`src/rtl/seg_pkg.sv`:
```
// Shared types and constants for the four-digit seven-segment display controller.
// Segment patterns are active-low, bit 6 = segment a through bit 0 = segment g.
package seg_pkg;

    localparam int NUM_DIGITS = 4;

    typedef enum logic [1:0] {
        ST_IDLE = 2'd0,
        ST_CONV = 2'd1,
        ST_LOAD = 2'd2
    } state_t;

    localparam logic [6:0]  SEG_BLANK   = 7'b1111111;
    localparam logic [6:0]  SEG_DASH    = 7'b1111110;
    localparam logic [3:0]  ANODE_OFF   = 4'b1111;
    localparam logic [15:0] MAX_DISPLAY = 16'd9999;

    // Index 0 is the leftmost entry's counterpart: digit 0 sits in the lowest slot.
    localparam logic [9:0][6:0] SEG_TABLE = {
        7'b0000100, 7'b0000000, 7'b0001111, 7'b0100000, 7'b0100100,
        7'b1001100, 7'b0000110, 7'b0010010, 7'b1001111, 7'b0000001
    };

    localparam logic [NUM_DIGITS-1:0][3:0] ANODE_PAT = {
        4'b1110, 4'b1101, 4'b1011, 4'b0111
    };

    function automatic logic [6:0] seg_decode(input logic [3:0] nib);
        logic [6:0] r;
        r = SEG_BLANK;
        if (nib <= 4'd9) r = SEG_TABLE[nib];
        return r;
    endfunction

endpackage

```
`src/rtl/seg_display_ctrl_if.sv`:
```
// Two-source update bus for the display controller: each source offers a 16-bit
// binary value with valid, and the controller answers with a one-cycle ready.
interface seg_display_ctrl_if;
    logic        a_valid;
    logic [15:0] a_data;
    logic        a_ready;
    logic        b_valid;
    logic [15:0] b_data;
    logic        b_ready;

    modport master (output a_valid, a_data, b_valid, b_data, input a_ready, b_ready);
    modport slave  (input a_valid, a_data, b_valid, b_data, output a_ready, b_ready);
endinterface

```
`src/rtl/seg_display_ctrl_bin2bcd.sv`:
```
// Sequential double-dabble converter: start captures bin, then one shift per cycle;
// done is high during the 16th step so bcd is final on the following cycle.
module bin2bcd_seq
    import seg_pkg::*;
(
    input  logic        clk,
    input  logic        rst,
    input  logic        start,
    input  logic [15:0] bin,
    output logic        done,
    output logic [15:0] bcd,
    output logic        ovf
);

    logic [31:0] r_shift;
    logic [3:0]  r_cnt;
    logic        r_run;
    logic        r_ovf;
    logic [31:0] w_adj;

    always_comb begin
        w_adj = r_shift;
        for (int i = 0; i < NUM_DIGITS; i++) begin
            if (r_shift[16 + 4*i +: 4] >= 4'd5)
                w_adj[16 + 4*i +: 4] = r_shift[16 + 4*i +: 4] + 4'd3;
        end
    end

    always_ff @(posedge clk or posedge rst) begin
        if (rst) begin
            r_shift <= '0;
            r_cnt   <= '0;
            r_run   <= 1'b0;
            r_ovf   <= 1'b0;
        end else if (start) begin
            r_shift <= {16'd0, bin};
            r_cnt   <= '0;
            r_run   <= 1'b1;
            r_ovf   <= (bin > MAX_DISPLAY);
        end else if (r_run) begin
            r_shift <= w_adj << 1;
            r_cnt   <= r_cnt + 4'd1;
            if (r_cnt == 4'd15) r_run <= 1'b0;
        end
    end

    assign done = r_run && (r_cnt == 4'd15);
    assign bcd  = r_shift[31:16];
    assign ovf  = r_ovf;

endmodule

```
`src/rtl/seg_display_ctrl.sv`:
```
// Round-robin two-source display controller: converts the accepted value to BCD,
// swaps all digits in at once, and multiplexes four active-low digits.
module seg_display_ctrl
    import seg_pkg::*;
#(
    parameter int REFRESH_BITS = 18,
    parameter bit BLANK_LZ     = 1'b0
) (
    input  logic                     clk_100mhz,
    input  logic                     reset,
    seg_display_ctrl_if.slave        src,
    output logic [3:0]               Anode_Activate,
    output logic [6:0]               LED_out,
    output logic                     busy,
    output logic                     src_sel
);

    state_t                       r_state;
    logic                         r_last_b;
    logic                         r_src_pending;
    logic                         r_ovf;
    logic                         r_src_sel;
    logic [NUM_DIGITS-1:0][3:0]   r_digit;
    logic [REFRESH_BITS+1:0]      r_scan;

    logic        w_idle;
    logic        w_grant_a;
    logic        w_grant_b;
    logic        w_start;
    logic        w_conv_done;
    logic        w_conv_ovf;
    logic [15:0] w_bcd;
    logic [1:0]  w_idx;
    logic [1:0]  w_pos;
    logic [3:0]  w_lz;
    logic [6:0]  w_seg;

    // Reset gates ready directly since the state register only clears at the edge.
    assign w_idle      = (r_state == ST_IDLE) && !reset;
    assign w_grant_a   = src.a_valid && (!src.b_valid || r_last_b);
    assign w_grant_b   = src.b_valid && (!src.a_valid || !r_last_b);
    assign src.a_ready = w_idle && w_grant_a;
    assign src.b_ready = w_idle && w_grant_b;
    assign w_start     = src.a_ready || src.b_ready;
    assign busy        = (r_state != ST_IDLE);
    assign src_sel     = r_src_sel;

    bin2bcd_seq u_conv (
        .clk   (clk_100mhz),
        .rst   (reset),
        .start (w_start),
        .bin   (src.b_ready ? src.b_data : src.a_data),
        .done  (w_conv_done),
        .bcd   (w_bcd),
        .ovf   (w_conv_ovf)
    );

    always_ff @(posedge clk_100mhz or posedge reset) begin
        if (reset) begin
            r_state       <= ST_IDLE;
            r_last_b      <= 1'b1;
            r_src_pending <= 1'b0;
            r_digit       <= '0;
            r_ovf         <= 1'b0;
            r_src_sel     <= 1'b0;
        end else begin
            case (r_state)
                ST_IDLE: begin
                    if (w_start) begin
                        r_state       <= ST_CONV;
                        r_src_pending <= src.b_ready;
                        r_last_b      <= src.b_ready;
                    end
                end
                ST_CONV: begin
                    if (w_conv_done) r_state <= ST_LOAD;
                end
                ST_LOAD: begin
                    r_digit   <= w_bcd;
                    r_ovf     <= w_conv_ovf;
                    r_src_sel <= r_src_pending;
                    r_state   <= ST_IDLE;
                end
                default: r_state <= ST_IDLE;
            endcase
        end
    end

    // Scan index 0 drives the thousands digit, which lives in r_digit[3].
    assign w_idx = r_scan[REFRESH_BITS+1 -: 2];
    assign w_pos = 2'd3 - w_idx;
    assign w_lz  = {(r_digit[3] == 4'd0), (r_digit[3:2] == 8'd0),
                    (r_digit[3:1] == 12'd0), 1'b0};

    always_comb begin
        w_seg = seg_decode(r_digit[w_pos]);
        if (BLANK_LZ && w_lz[w_pos]) w_seg = SEG_BLANK;
        if (r_ovf) w_seg = SEG_DASH;
    end

    always_ff @(posedge clk_100mhz or posedge reset) begin
        if (reset) begin
            r_scan         <= '0;
            Anode_Activate <= ANODE_OFF;
            LED_out        <= SEG_BLANK;
        end else begin
            r_scan         <= r_scan + 1'b1;
            Anode_Activate <= ANODE_PAT[w_idx];
            LED_out        <= w_seg;
        end
    end

endmodule

```
`src/flat_wrapper.sv`:
```
// flat-port wrapper written by rule: the top's interface ports become plain ports
module seg_display_ctrl_flat import seg_pkg::*;
#(
    parameter int REFRESH_BITS = 18,
    parameter bit BLANK_LZ     = 1'b0
)
  (clk_100mhz, reset, Anode_Activate, LED_out, busy, src_sel, src_a_valid, src_a_data, src_b_valid, src_b_data, src_a_ready, src_b_ready);
  seg_display_ctrl_if src_i ();
  input  logic clk_100mhz;
  input  logic reset;
  output logic [3:0] Anode_Activate;
  output logic [6:0] LED_out;
  output logic busy;
  output logic src_sel;
  input wire logic [$bits(src_i.a_valid)-1:0] src_a_valid;
  input wire logic [$bits(src_i.a_data)-1:0] src_a_data;
  input wire logic [$bits(src_i.b_valid)-1:0] src_b_valid;
  input wire logic [$bits(src_i.b_data)-1:0] src_b_data;
  output wire logic [$bits(src_i.a_ready)-1:0] src_a_ready;
  output wire logic [$bits(src_i.b_ready)-1:0] src_b_ready;
  assign src_i.a_valid = src_a_valid;
  assign src_i.a_data = src_a_data;
  assign src_i.b_valid = src_b_valid;
  assign src_i.b_data = src_b_data;
  assign src_a_ready = src_i.a_ready;
  assign src_b_ready = src_i.b_ready;
  seg_display_ctrl #(.REFRESH_BITS(REFRESH_BITS), .BLANK_LZ(BLANK_LZ)) u_core (.clk_100mhz(clk_100mhz), .reset(reset), .src(src_i), .Anode_Activate(Anode_Activate), .LED_out(LED_out), .busy(busy), .src_sel(src_sel));
endmodule
```
`config.mk`:
```
export PLATFORM = sky130hd
export DESIGN_NAME = seg_display_ctrl_flat
export DESIGN_NICKNAME = d
export VERILOG_FILES = /design/src/rtl/seg_pkg.sv /design/src/rtl/seg_display_ctrl_if.sv /design/src/rtl/seg_display_ctrl_bin2bcd.sv /design/src/rtl/seg_display_ctrl.sv /design/src/flat_wrapper.sv
export SDC_FILE = /design/constraint.sdc
export NUM_CORES = 1
export LEC_CHECK = 0
export BUFFER_PORTS_ARGS = -buffer_cell sky130_fd_sc_hd__buf_2
export CAP_MARGIN = 10
export CORE_MARGIN = 5
export CORE_UTILIZATION = 53
export DETAILED_ROUTE_END_ITERATION = 10
export PLACE_DENSITY = 0.76
export SYNTH_ARGS = -nofsm -noshare
export SYNTH_HDL_FRONTEND = slang
export SYNTH_HIERARCHICAL = 1
export SYNTH_SLANG_ARGS = --single-unit
export TNS_END_PERCENT = 10
```
`constraint.sdc`:
```
create_clock -name clk_100mhz -period 2.1 [get_ports clk_100mhz]
set_input_delay 0.21 -clock clk_100mhz [delete_from_list [all_inputs] [get_ports clk_100mhz]]
set_output_delay 0.21 -clock clk_100mhz [all_outputs]
set_load 0.01 [all_outputs]
```
==> metrics.md <==
| Metric | Value |
|---|---|
| Status | `finished, final reports clean` |
| Final instance area | `5180 um^2` |
| P_leak | `2.50 nW` |
| Final cell count without fillers | `580` |
| FF-to-FF Start | `u_core/r_state[0]` |
| Worst-case clock buffer depth | `2` |
| Congestion Overflow GR | `0` |
| Post-Syn Nets | `471` |
| Multiplexer share of the synthesized area | `14.4%` |
| Period utilisation layout | `95.0%` |
| Top_reg_cell synth | `dfrtp_1` |
| Fin. Hold Viols | `0` |
| Crit-path max FO | `6` |
| Via density per instance | `5.43` |
| R2R cell count | `6` |
| Hpwl dp | `6.11 mm` |
| R2r setup slk | `0.13 ns` |
| Die area | `10700 um^2` |
| Seq/Total Area, Yosys | `49.7%` |
| Area delta synth->final | `12.3%` |
| Fmax | `501 MHz` |
| Post-synthesis adder-cell area fraction | `4.07%` |
| Initial antenna violation count | `0` |
| Die Span Y | `103 um` |
| Vias in the first global route | `3214` |
| Share of layout cells above drive strength 1 | `30.5%` |
| Cells after DPL | `563` |
| Post-synth top area cell | `dfrtp_1` |
| First-pass DRT Iterations | `4` |
| Unique masters post-synth | `49` |
| Final count of pins violating max slew | `0` |
| Site Rows | `34` |
| Synth Register Bits | `91` |
| Worst Hold Class | `in2reg` |
| Max-slew headroom | `66.4%` |
| Total CTS buffers | `9` |
| Type of destination of the critical path | `flop` |
| Clock transition at path regs | `0.09 ns` |
| Top cells by area, synth | `dfrtp_1 43%, mux2_2 8.8%, dfstp_2 6.8%` |
| PortBufs | `50` |
| Total power divided by cell area | `1160 nW/um^2` |
| Placed Area | `4930 um^2` |
| Largest family of logic cells by synthesized area | `multiplexers` |
| Clock root buffer | `clkbuf_8` |
| Hold Startpoint | `src_b_data[3]` |
| Worst setup slack after layout | `0.106 ns` |
| CTS tree | `done` |
| Drt drc | `0` |
| Worst Path Required | `2.35 ns` |
| Cells after synthesis | `420` |
| Ys Warns | `6` |
| Slew @ Worst Pin | `0.505 ns` |
| Crit start category | `input pin` |
| Via count | `3149` |
| Die Wd | `103 um` |
| Pin count of the biggest net entering global routing | `54` |
| RSZ-0062 raised after global routing | `no` |
| Hold path depth | `4` |
| Post-place setup slack | `-0.0271 ns` |
| Final ANT Viol Nets | `0` |
| Wire length per cell | `14.6 um` |
| Top cell type's share of synthesized area | `42.9%` |
| Hold Path End | `u_core/u_conv/r_shift[3]` |
| Arrival time at the worst endpoint | `2.24 ns` |
| Worst skew pair latency | `0.36 ns` |
| H-Tree Depth | `3` |
| Initial DRC count | `100` |
| Initial core utilization | `53.7%` |
| Crit path kind | `in2reg` |
| Post-Synth Simple-Gate Area | `13.1%` |
| Total GRT Usage | `17.7%` |
| Number of diodes | `0` |
| Post-Synth XOR/XNOR Area | `4.56%` |
| Post-synth EDFFs | `0` |
| Final WL | `8.49 mm` |
| Complex-gate fraction of the synthesized area | `8.06%` |
| Clock Sinks | `91` |
| # setup viols final | `0` |
| # IOs | `51` |
| Max Cap Viol | `0` |
| Min Tclk post-route | `1.99 ns` |
| Peak VDD IR | `0.471 mV` |
| Reg2reg end | `u_core/u_conv/ovf` |
| Final nets | `518` |
| Setup crit start | `reset` |
| Async S/R FF share, synth | `100%` |
| Core box area | `8590 um^2` |
| Clock Skews | `0.00797 ns` |
| First-pass GRT wire length | `14.8 mm` |
| Final GP Congestion | `0.830` |
| Mean post-synth cell area | `11.0 um^2` |
| Mapped Area | `4610 um^2` |
## logic make-up after synthesis
family	Yosys count
XOR/XNOR	24
AO/OA/AOI/OAI	61
adder cells (fa/ha/maj)	15
AND/OR/NAND/NOR	121
multiplexers	56
buffers and inverters	52
flip-flops	91
## cell usage in the layout, fill, tap and decap left out, types with 3 or more instances in the layout
cell type	n
nor2b_1	3
clkbuf_8	10
xor2_1	14
mux2_2	36
nor2_1	23
ha_1	14
o32ai_1	3
o21a_1	3
nor4_1	4
nand2_1	33
nand4_1	4
nor3_1	5
a21o_1	3
buf_4	16
buf_2	50
dfrtp_1	78
mux4_2	4
inv_1	17
inv_2	3
a21oi_1	12
dfstp_2	12
mux2i_1	16
or4_1	3
and3_1	5
nand2b_1	11
o21ai_0	27
nand3_1	18
xnor2_1	10
## worst max-delay path, stage by stage
cell	delay [ns]
dlygate4sd3_1	0.54
buf_2	0.15
nor3_4	0.18
nand3_4	0.15
mux2_2	0.31
or4_1	0.53
nand4_1	0.11
a21oi_1	0.06
## where the power goes
group	switching, W	internal, W	leakage (nW)	total (W)
registers	0.000403	0.00228	1.15	0.00268
logic	0.00103	0.000962	1.24	0.00199
clock network	0.000618	0.000710	0.110	0.00133
## flip-flops by register name, summed over array words and instances, names as in the netlist
name / flops
u_core/r_state: 2
u_core/r_scan: 20
u_core/u_conv/ovf: 1
u_core/u_conv/r_cnt: 4
u_core/src_sel: 1
u_core/r_ovf: 1
u_core/LED_out: 7
u_core/r_last_b: 1
u_core/Anode_Activate: 4
u_core/u_conv/r_shift: 32
u_core/r_src_pending: 1
u_core/u_conv/r_run: 1
u_core/r_digit: 16
## what timing repair did
| item | CTS | global route |
|---|---|---|
| setup endpoints to repair | 1 | 4 |
| resized for setup | 1 | 7 |
| setup buffers | 0 | 0 |
| hold endpoints to repair | 60 | 0 |
| hold buffers | 1 | 0 |
| pin swaps | 0 | 1 |
| gates cloned | 0 | 0 |
## worst max-delay path by stage
stage,end,slack [ns],cells after the start
finish,u_core/u_conv/ovf,0.11,8
floorplan,u_core/u_conv/ovf,0.10,6
global route,u_core/u_conv/ovf,0.02,6
global placement,u_core/u_conv/ovf,0.02,6
CTS,u_core/u_conv/ovf,0.07,8
detailed placement,u_core/u_conv/ovf,-0.03,6
## synthesized netlist by cell type (4+ instances only)
| library cell | instances |
|---|---|
| nor4_1 | 4 |
| nor3_1 | 6 |
| a21oi_1 | 12 |
| mux2i_1 | 16 |
| dfstp_2 | 12 |
| xor2_1 | 14 |
| nand2b_1 | 11 |
| nor2_1 | 23 |
| and3_1 | 5 |
| nand2_1 | 33 |
| nand4_1 | 4 |
| xnor2_1 | 10 |
| inv_1 | 19 |
| ha_1 | 15 |
| dfrtp_1 | 79 |
| clkbuf_1 | 4 |
| nand3_1 | 18 |
| o21ai_0 | 27 |
| buf_4 | 17 |
| buf_2 | 7 |
| mux2_2 | 36 |
## metrics by stage
stage	hold slack [ns]	power, W	util (%)	setup TNS, ns
after CTS	0.173	0.00603	60.2	0
after detailed placement	0.294	0.00468	57.4	-0.0271
final	0.191	0.00600	60.3	0
after floorplan	0.402	0.00430	-	0
after global placement	0.291	0.00455	57.4	0
after global routing	0.204	0.00645	60.3	0
## routing by layer
layer	track usage, %	wire [um]	share of wire, %	up-vias
met1	23.0	3870	46	1535
met3	4.02	302	3.6	10
met2	29.2	4210	50	59
li1	-	-	-	1545
met5	0	0	0	-
met4	6.08	106	1.2	0
## area by class of cell
type / instances / area [um^2]
tap: 108 / 135
timing repair buffer: 68 / 400
clock inverter: 5 / 85.1
multi-input combinational: 277 / 2050
inverter: 20 / 75.1
clock buffer: 11 / 141
sequential: 91 / 2290
fill: 727 / 3410
Note: power is estimated with default switching activity, not from simulation.
